==> src/rtl/stack_pkg.sv <==
// Shared types and sizes for the LIFO stack tile and its host-side master.
package stack_pkg;

  localparam int STACK_DEPTH = 256;
  localparam int STACK_DW    = 8;

  typedef enum logic {
    OP_PUSH = 1'b0,
    OP_POP  = 1'b1
  } op_e;

  typedef enum logic [1:0] {
    IDLE    = 2'd0,
    DRIVE   = 2'd1,
    CAPTURE = 2'd2
  } master_state_e;

endpackage

==> src/rtl/stack_phase_tracker.sv <==
// Follows the stack tile's free-running two-step phase. The first edge after
// reset release is the tile's step-0 (even) edge; ph=1 means the next edge is
// the step-1 (odd) edge.
module stack_phase_tracker (
  input  logic clk,
  input  logic rst_n,
  output logic odd_next,
  output logic even_next
);

  logic ph_q, ph_d;

  // ph flips on every edge
  always_comb ph_d = ~ph_q;

  // phase register, cleared with the tile so both agree on edge parity
  always_ff @(posedge clk or negedge rst_n) begin
    if (!rst_n) ph_q <= 1'b0;
    else        ph_q <= ph_d;
  end

  assign odd_next  = ph_q;
  assign even_next = ~ph_q;

endmodule

==> src/rtl/stack_port_master.sv <==
// Host-side initiator for the LIFO stack tile: turns a valid/ready push/pop
// request stream into the tile's two-phase push/pop pins and returns popped
// bytes on a one-cycle strobe.
// Build option STACK_MASTER_GUARD_EN: when defined, a depth counter rejects
// overflow/underflow requests with err; otherwise every request reaches the
// tile and depth/err read 0.
module stack_port_master
  import stack_pkg::*;
#(
  parameter  int DEPTH = STACK_DEPTH,
  parameter  int DW    = STACK_DW,
  localparam int DCW   = $clog2(DEPTH) + 1
) (
  input  logic           clk,
  input  logic           rst_n,
  input  logic           req_valid,
  output logic           req_ready,
  input  logic           req_op,
  input  logic [DW-1:0]  req_data,
  output logic           rsp_valid,
  output logic [DW-1:0]  rsp_data,
  output logic           err,
  output logic [DCW-1:0] depth,
  output logic           stk_push,
  output logic           stk_pop,
  output logic [DW-1:0]  stk_wdata,
  input  logic [DW-1:0]  stk_rdata
);

  localparam logic [1:0] ST_IDLE    = IDLE;
  localparam logic [1:0] ST_DRIVE   = DRIVE;
  localparam logic [1:0] ST_CAPTURE = CAPTURE;

  logic          odd_next, even_next;
  logic [1:0]    state_q, state_d;
  op_e           op_q, op_d;
  logic          push_q, push_d, pop_q, pop_d;
  logic [DW-1:0] wdata_q, wdata_d, rsp_data_q, rsp_data_d;
  logic          rsp_valid_q, rsp_valid_d, err_q, err_d;
  logic          accept, legal, req_is_pop;

  stack_phase_tracker u_phase (
    .clk       (clk),
    .rst_n     (rst_n),
    .odd_next  (odd_next),
    .even_next (even_next)
  );

  assign req_is_pop = (req_op == OP_POP);

  // Acceptance only on odd edges. The last DRIVE cycle of a push also accepts,
  // so pushes stream at one per two cycles with stk_push held high.
  assign req_ready = odd_next &
                     ((state_q == ST_IDLE) | ((state_q == ST_DRIVE) & (op_q == OP_PUSH)));
  assign accept    = req_valid & req_ready;

`ifdef STACK_MASTER_GUARD_EN
  localparam logic [DCW-1:0] DEPTH_FULL = DCW'(DEPTH);
  localparam logic [DCW-1:0] DEPTH_ONE  = DCW'(1);

  logic [DCW-1:0] depth_q, depth_d;

  assign legal = req_is_pop ? (depth_q != '0) : (depth_q < DEPTH_FULL);

  // depth moves at the acceptance edge of a legal request
  always_comb begin
    depth_d = depth_q;
    if (accept && legal) depth_d = req_is_pop ? (depth_q - DEPTH_ONE) : (depth_q + DEPTH_ONE);
  end

  // depth register
  always_ff @(posedge clk or negedge rst_n) begin
    if (!rst_n) depth_q <= '0;
    else        depth_q <= depth_d;
  end

  assign depth = depth_q;
`else
  assign legal = 1'b1;
  assign depth = '0;
`endif

  // sequencing: DRIVE spans one even and one odd edge, CAPTURE one even edge
  always_comb begin
    state_d     = state_q;
    op_d        = op_q;
    push_d      = push_q;
    pop_d       = pop_q;
    wdata_d     = wdata_q;
    rsp_data_d  = rsp_data_q;
    rsp_valid_d = 1'b0;
    err_d       = 1'b0;
    case (state_q)
      ST_DRIVE: begin
        if (odd_next) begin
          push_d  = 1'b0;
          pop_d   = 1'b0;
          wdata_d = '0;
          state_d = (op_q == OP_POP) ? ST_CAPTURE : ST_IDLE;
        end
      end
      ST_CAPTURE: begin
        // tile registered the byte on the preceding odd edge
        if (even_next) begin
          rsp_valid_d = 1'b1;
          rsp_data_d  = stk_rdata;
          state_d     = ST_IDLE;
        end
      end
      default: state_d = ST_IDLE;
    endcase
    if (accept) begin
      if (legal) begin
        state_d = ST_DRIVE;
        op_d    = req_is_pop ? OP_POP : OP_PUSH;
        push_d  = ~req_is_pop;
        pop_d   = req_is_pop;
        wdata_d = req_is_pop ? '0 : req_data;
      end else begin
        // consumed without tile traffic
        err_d   = 1'b1;
        state_d = ST_IDLE;
      end
    end
  end

  // control and datapath registers; all outputs clear asynchronously
  always_ff @(posedge clk or negedge rst_n) begin
    if (!rst_n) begin
      state_q     <= ST_IDLE;
      op_q        <= OP_PUSH;
      push_q      <= 1'b0;
      pop_q       <= 1'b0;
      wdata_q     <= '0;
      rsp_data_q  <= '0;
      rsp_valid_q <= 1'b0;
      err_q       <= 1'b0;
    end else begin
      state_q     <= state_d;
      op_q        <= op_d;
      push_q      <= push_d;
      pop_q       <= pop_d;
      wdata_q     <= wdata_d;
      rsp_data_q  <= rsp_data_d;
      rsp_valid_q <= rsp_valid_d;
      err_q       <= err_d;
    end
  end

  assign stk_push  = push_q;
  assign stk_pop   = pop_q;
  assign stk_wdata = wdata_q;
  assign rsp_valid = rsp_valid_q;
  assign rsp_data  = rsp_data_q;
  assign err       = err_q;

endmodule

==> config.mk <==
export PLATFORM = sky130hd
export DESIGN_NAME = stack_port_master
export DESIGN_NICKNAME = d
export VERILOG_FILES = /design/src/rtl/stack_pkg.sv /design/src/rtl/stack_phase_tracker.sv /design/src/rtl/stack_port_master.sv
export SDC_FILE = /design/constraint.sdc
export NUM_CORES = 1
export LEC_CHECK = 0
export CELL_PAD_IN_SITES_DETAIL_PLACEMENT = 0
export CELL_PAD_IN_SITES_GLOBAL_PLACEMENT = 1
export CORE_MARGIN = 3
export CORE_UTILIZATION = 26
export DETAILED_ROUTE_END_ITERATION = 10
export PLACE_DENSITY_LB_ADDON = 0.2
export SLEW_MARGIN = 10
export SYNTH_ARGS = -nofsm -noshare
export SYNTH_HDL_FRONTEND = slang
export SYNTH_HIERARCHICAL = 1
export SYNTH_SLANG_ARGS = --single-unit
==> constraint.sdc <==
create_clock -name clk -period 1.25 [get_ports clk]
set_clock_uncertainty 0.05 [all_clocks]
set_input_delay 0.3125 -clock clk [delete_from_list [all_inputs] [get_ports clk]]
set_output_delay 0.3125 -clock clk [all_outputs]
set_load 0.02 [all_outputs]
==> results of run 1 <==
state kept, by name, indices dropped and copies added (netlist names):
register	count
stk_wdata	8
rsp_data	8
stk_push	1
state_q	2
op_q	1
stk_pop	1
rsp_valid	1
u_phase/odd_next	1
worst max-delay path: cells and delay by family (launching register included):
family | cells | cell delay, ps
and+or+nand+nor | 1 | 150
AOI/OAI and AO/OA | 1 | 110
buffers and inverters | 1 | 130
DFF | 1 | 380
metal layers:
layer  vias to the layer above  part of all wire  track usage
met1                       357              0.45        0.135
met3                         2             0.090       0.0388
met4                         0            0.0054       0.0228
met2                        33              0.45        0.168
li1                        361                 -            -
met5                         -                 0            0
cells in the mapped netlist:
cell type / count
and4b_1: 1
dfrtp_1: 23
a21oi_1: 3
a21o_1: 1
buf_4: 10
nand2b_1: 2
a22o_1: 8
nor2_1: 2
o21ai_0: 1
nor2b_2: 1
o21ai_1: 1
mux2_1: 8
nor2b_1: 1
buf_6: 1
o211ai_1: 1
nand3_1: 1
conb_1: 1
inv_1: 2
a31oi_1: 1
nand2_1: 3
nand4b_1: 1
nand3b_4: 1
what timing repair did:
| action | CTS | global route |
|---|---|---|
| hold endpoints to repair | 0 | 0 |
| gates resized for setup | 90 | 11 |
| gates cloned | 1 | 0 |
| setup buffers | 1 | 1 |
| endpoints found under the setup margin | 38 | 19 |
| hold buffers | 0 | 0 |
cells by family (layout without fill, tap and decap cells):
family          after synthesis  after routing  share of synthesized area
flops                        23             23                      0.594
buf+inv                      13             62                     0.0968
simple gates                 13             14                     0.0929
other cells                   1             10                    0.00387
mux                           8              8                     0.0929
compound gates               16             16                      0.120
area by class of cell:
type	instances	area (um2)
Clock buffer	3	41.3
Clock inverter	1	5.00
Fill cell	362	1920
Inverter	2	7.51
Multi-Input combinational cell	48	408
Sequential cell	23	577
Tap cell	46	57.6
Timing Repair Buffer	56	448
how the worst max path moves through the flow:
stage	startpoint	to	slack [ps]
after floorplan	state_q[1]$_DFFE_PN0P_	stk_wdata[0]$_DFFE_PN0P_	30
after global placement	state_q[1]$_DFFE_PN0P_	req_ready	-360
after detailed placement	req_valid	stk_wdata[3]$_DFFE_PN0P_	-400
after CTS	state_q[1]$_DFFE_PN0P_	req_ready	-150
after global routing	state_q[1]$_DFFE_PN0P_	req_ready	-200
final	state_q[1]$_DFFE_PN0P_	req_ready	-140
report_power, final:
| group | total (W) | switching (W) | internal, W |
|---|---|---|---|
| registers | 0.000962 | 0.0000716 | 0.000891 |
| logic | 0.000771 | 0.000382 | 0.000389 |
| clock network | 0.000454 | 0.000232 | 0.000222 |
| total | 0.00219 | 0.000686 | 0.00150 |
stage by stage:
step	hold WS, ps	instance area, um2	power (W)	setup TNS (ps)
2_1_floorplan	-33.1	1010	0.00135	0
3_3_place_gp	417	1490	0.00177	-4800
3_5_place_dp	418	1490	0.00178	-5480
4_1_cts	340	1510	0.00213	-798
5_1_grt	343	1540	0.00233	-1490
6_report	343	1540	0.00219	-559
==> summary.md, run 1 <==
| Metric | Value |
|---|---|
| Worst Hold Class | `in2async` |
| CP max-delay cell | `dfrtp_1` |
| CTS Buf Count | `3` |
| Most common cell after layout, fill and taps aside | `dfrtp_1` |
| R2R depth | `5` |
| CP Max Fanout | `2` |
| Static Leak | `0.863 nW` |
| Final worst-path setup slack | `-139 ps` |
| WL/cell | `12.5 um` |
| Area leader, netlist | `dfrtp_1` |
| Cells after DPL | `about 170` |
| Fin. Hold Viols | `0` |
| H-Tree Depth | `1` |
| Area of the core | `0.00347 mm2` |
| Register-to-register setup slack | `-60 ps` |
| Sequential area share after synthesis | `0.594` |
| Chip height | `around 67 um` |
| Drt total wl | `2230 um` |
| Clock tree buffer depth | `2` |
| CTS tree | `done` |
| Row cnt | `21` |
| Worst r2r src | `state_q[1]$_DFFE_PN0P_` |
| Most frequent cells in the layout | `22 x dfrtp_1, 19 x clkdlybuf4s50_1, 19 x buf_2` |
| N_diodes | `0` |
| Slew Limit Fails | `0` |
| DR vias/cell | `4.21` |
| Crit path time final | `approximately 1400 ps` |
| Routability Congestion | `~0.77` |
| Total track usage | `0.105` |
| Pwr/cell area | `1420 mW/mm2` |
| Vias in the first global route | `785` |
| Final non-filler cell total | `~180` |
| Layout cells sized above 1 | `0.444` |
| Post-route DRC | `0` |
| Period utilization | `1.11` |
| Initial core utilization | `0.280` |
| Peak supply drop | `0.000688 V` |
| Post-route ant nets | `0` |
| Achievable Freq | `approximately 0.7 GHz` |
| Critical path class | `reg2out` |
| Clk slew on worst S/H paths | `about 80 ps` |
| Drt first-iter violations | `7` |
| Final setup viols | `11` |
| Slowest stage delay, CP | `380 ps` |
| Die width | `67.1 um` |
| Synth top area share | `0.594` |
| Yosys cell types | `22` |
| Die area | `~0.0045 mm2` |
| Gr ovfl total | `0` |
| Synth-to-Final Area Change | `59.2%` |
| CTS Sinks | `23` |
| Syn. warnings | `6` |
| Synthesized area per cell | `approximately 13 um2` |
| # port buffers | `39` |
| Status | `finished, violations left` |
| Synth area leaders | `dfrtp_1 59%, mux2_1 9.3%, buf_4 7.7%` |
| Cell Area, Synth | `slightly below 0.001 mm2` |
| Pre-CTS setup slack | `-400 ps` |
| Largest net degree at the start of global routing | `24` |
| WP data required | `890 ps` |
| First-pass GRT wire length | `about 3600 um` |
| Initial antenna violation count | `0` |
| Via count | `around 750` |
| Worst-skew pair later-pin latency | `260 ps` |
| Failing checks | `negative setup slack` |
| Crit-path cells | `nand2b_4 > a21oi_2 > buf_6` |
| WP data arrival | `roughly 1000 ps` |
| Root Driver | `clkbuf_8` |
| Yosys reg bits | `23` |
| Initial DRT Pass Iterations | `2` |
| Hpwl dp | `~1600 um` |
| Worst Setup End Kind | `output port` |
| IO Pins | `50` |
| Final core occ | `0.445` |
| RSZ-0062 raised after global routing | `yes` |
| Crit start category | `flop` |
| Critical R2R Capture | `stk_wdata[7]$_DFFE_PN0P_` |
| Mapped Cells | `74` |
| Nets | `154` |
| Max-Cap Viols | `0` |
No activity file was read; power rests on OpenSTA's default activity.
==> run 2, diff against run 1 <==
--- a/config.mk
+++ b/config.mk
@@ -11,7 +11,6 @@
 export CORE_UTILIZATION = 26
 export DETAILED_ROUTE_END_ITERATION = 10
 export PLACE_DENSITY_LB_ADDON = 0.2
-export SLEW_MARGIN = 10
 export SYNTH_ARGS = -nofsm -noshare
 export SYNTH_HDL_FRONTEND = slang
 export SYNTH_HIERARCHICAL = 1
==> results of run 2 <==
Same layout as run 1: the final DEF is identical, and so are final timing and power.
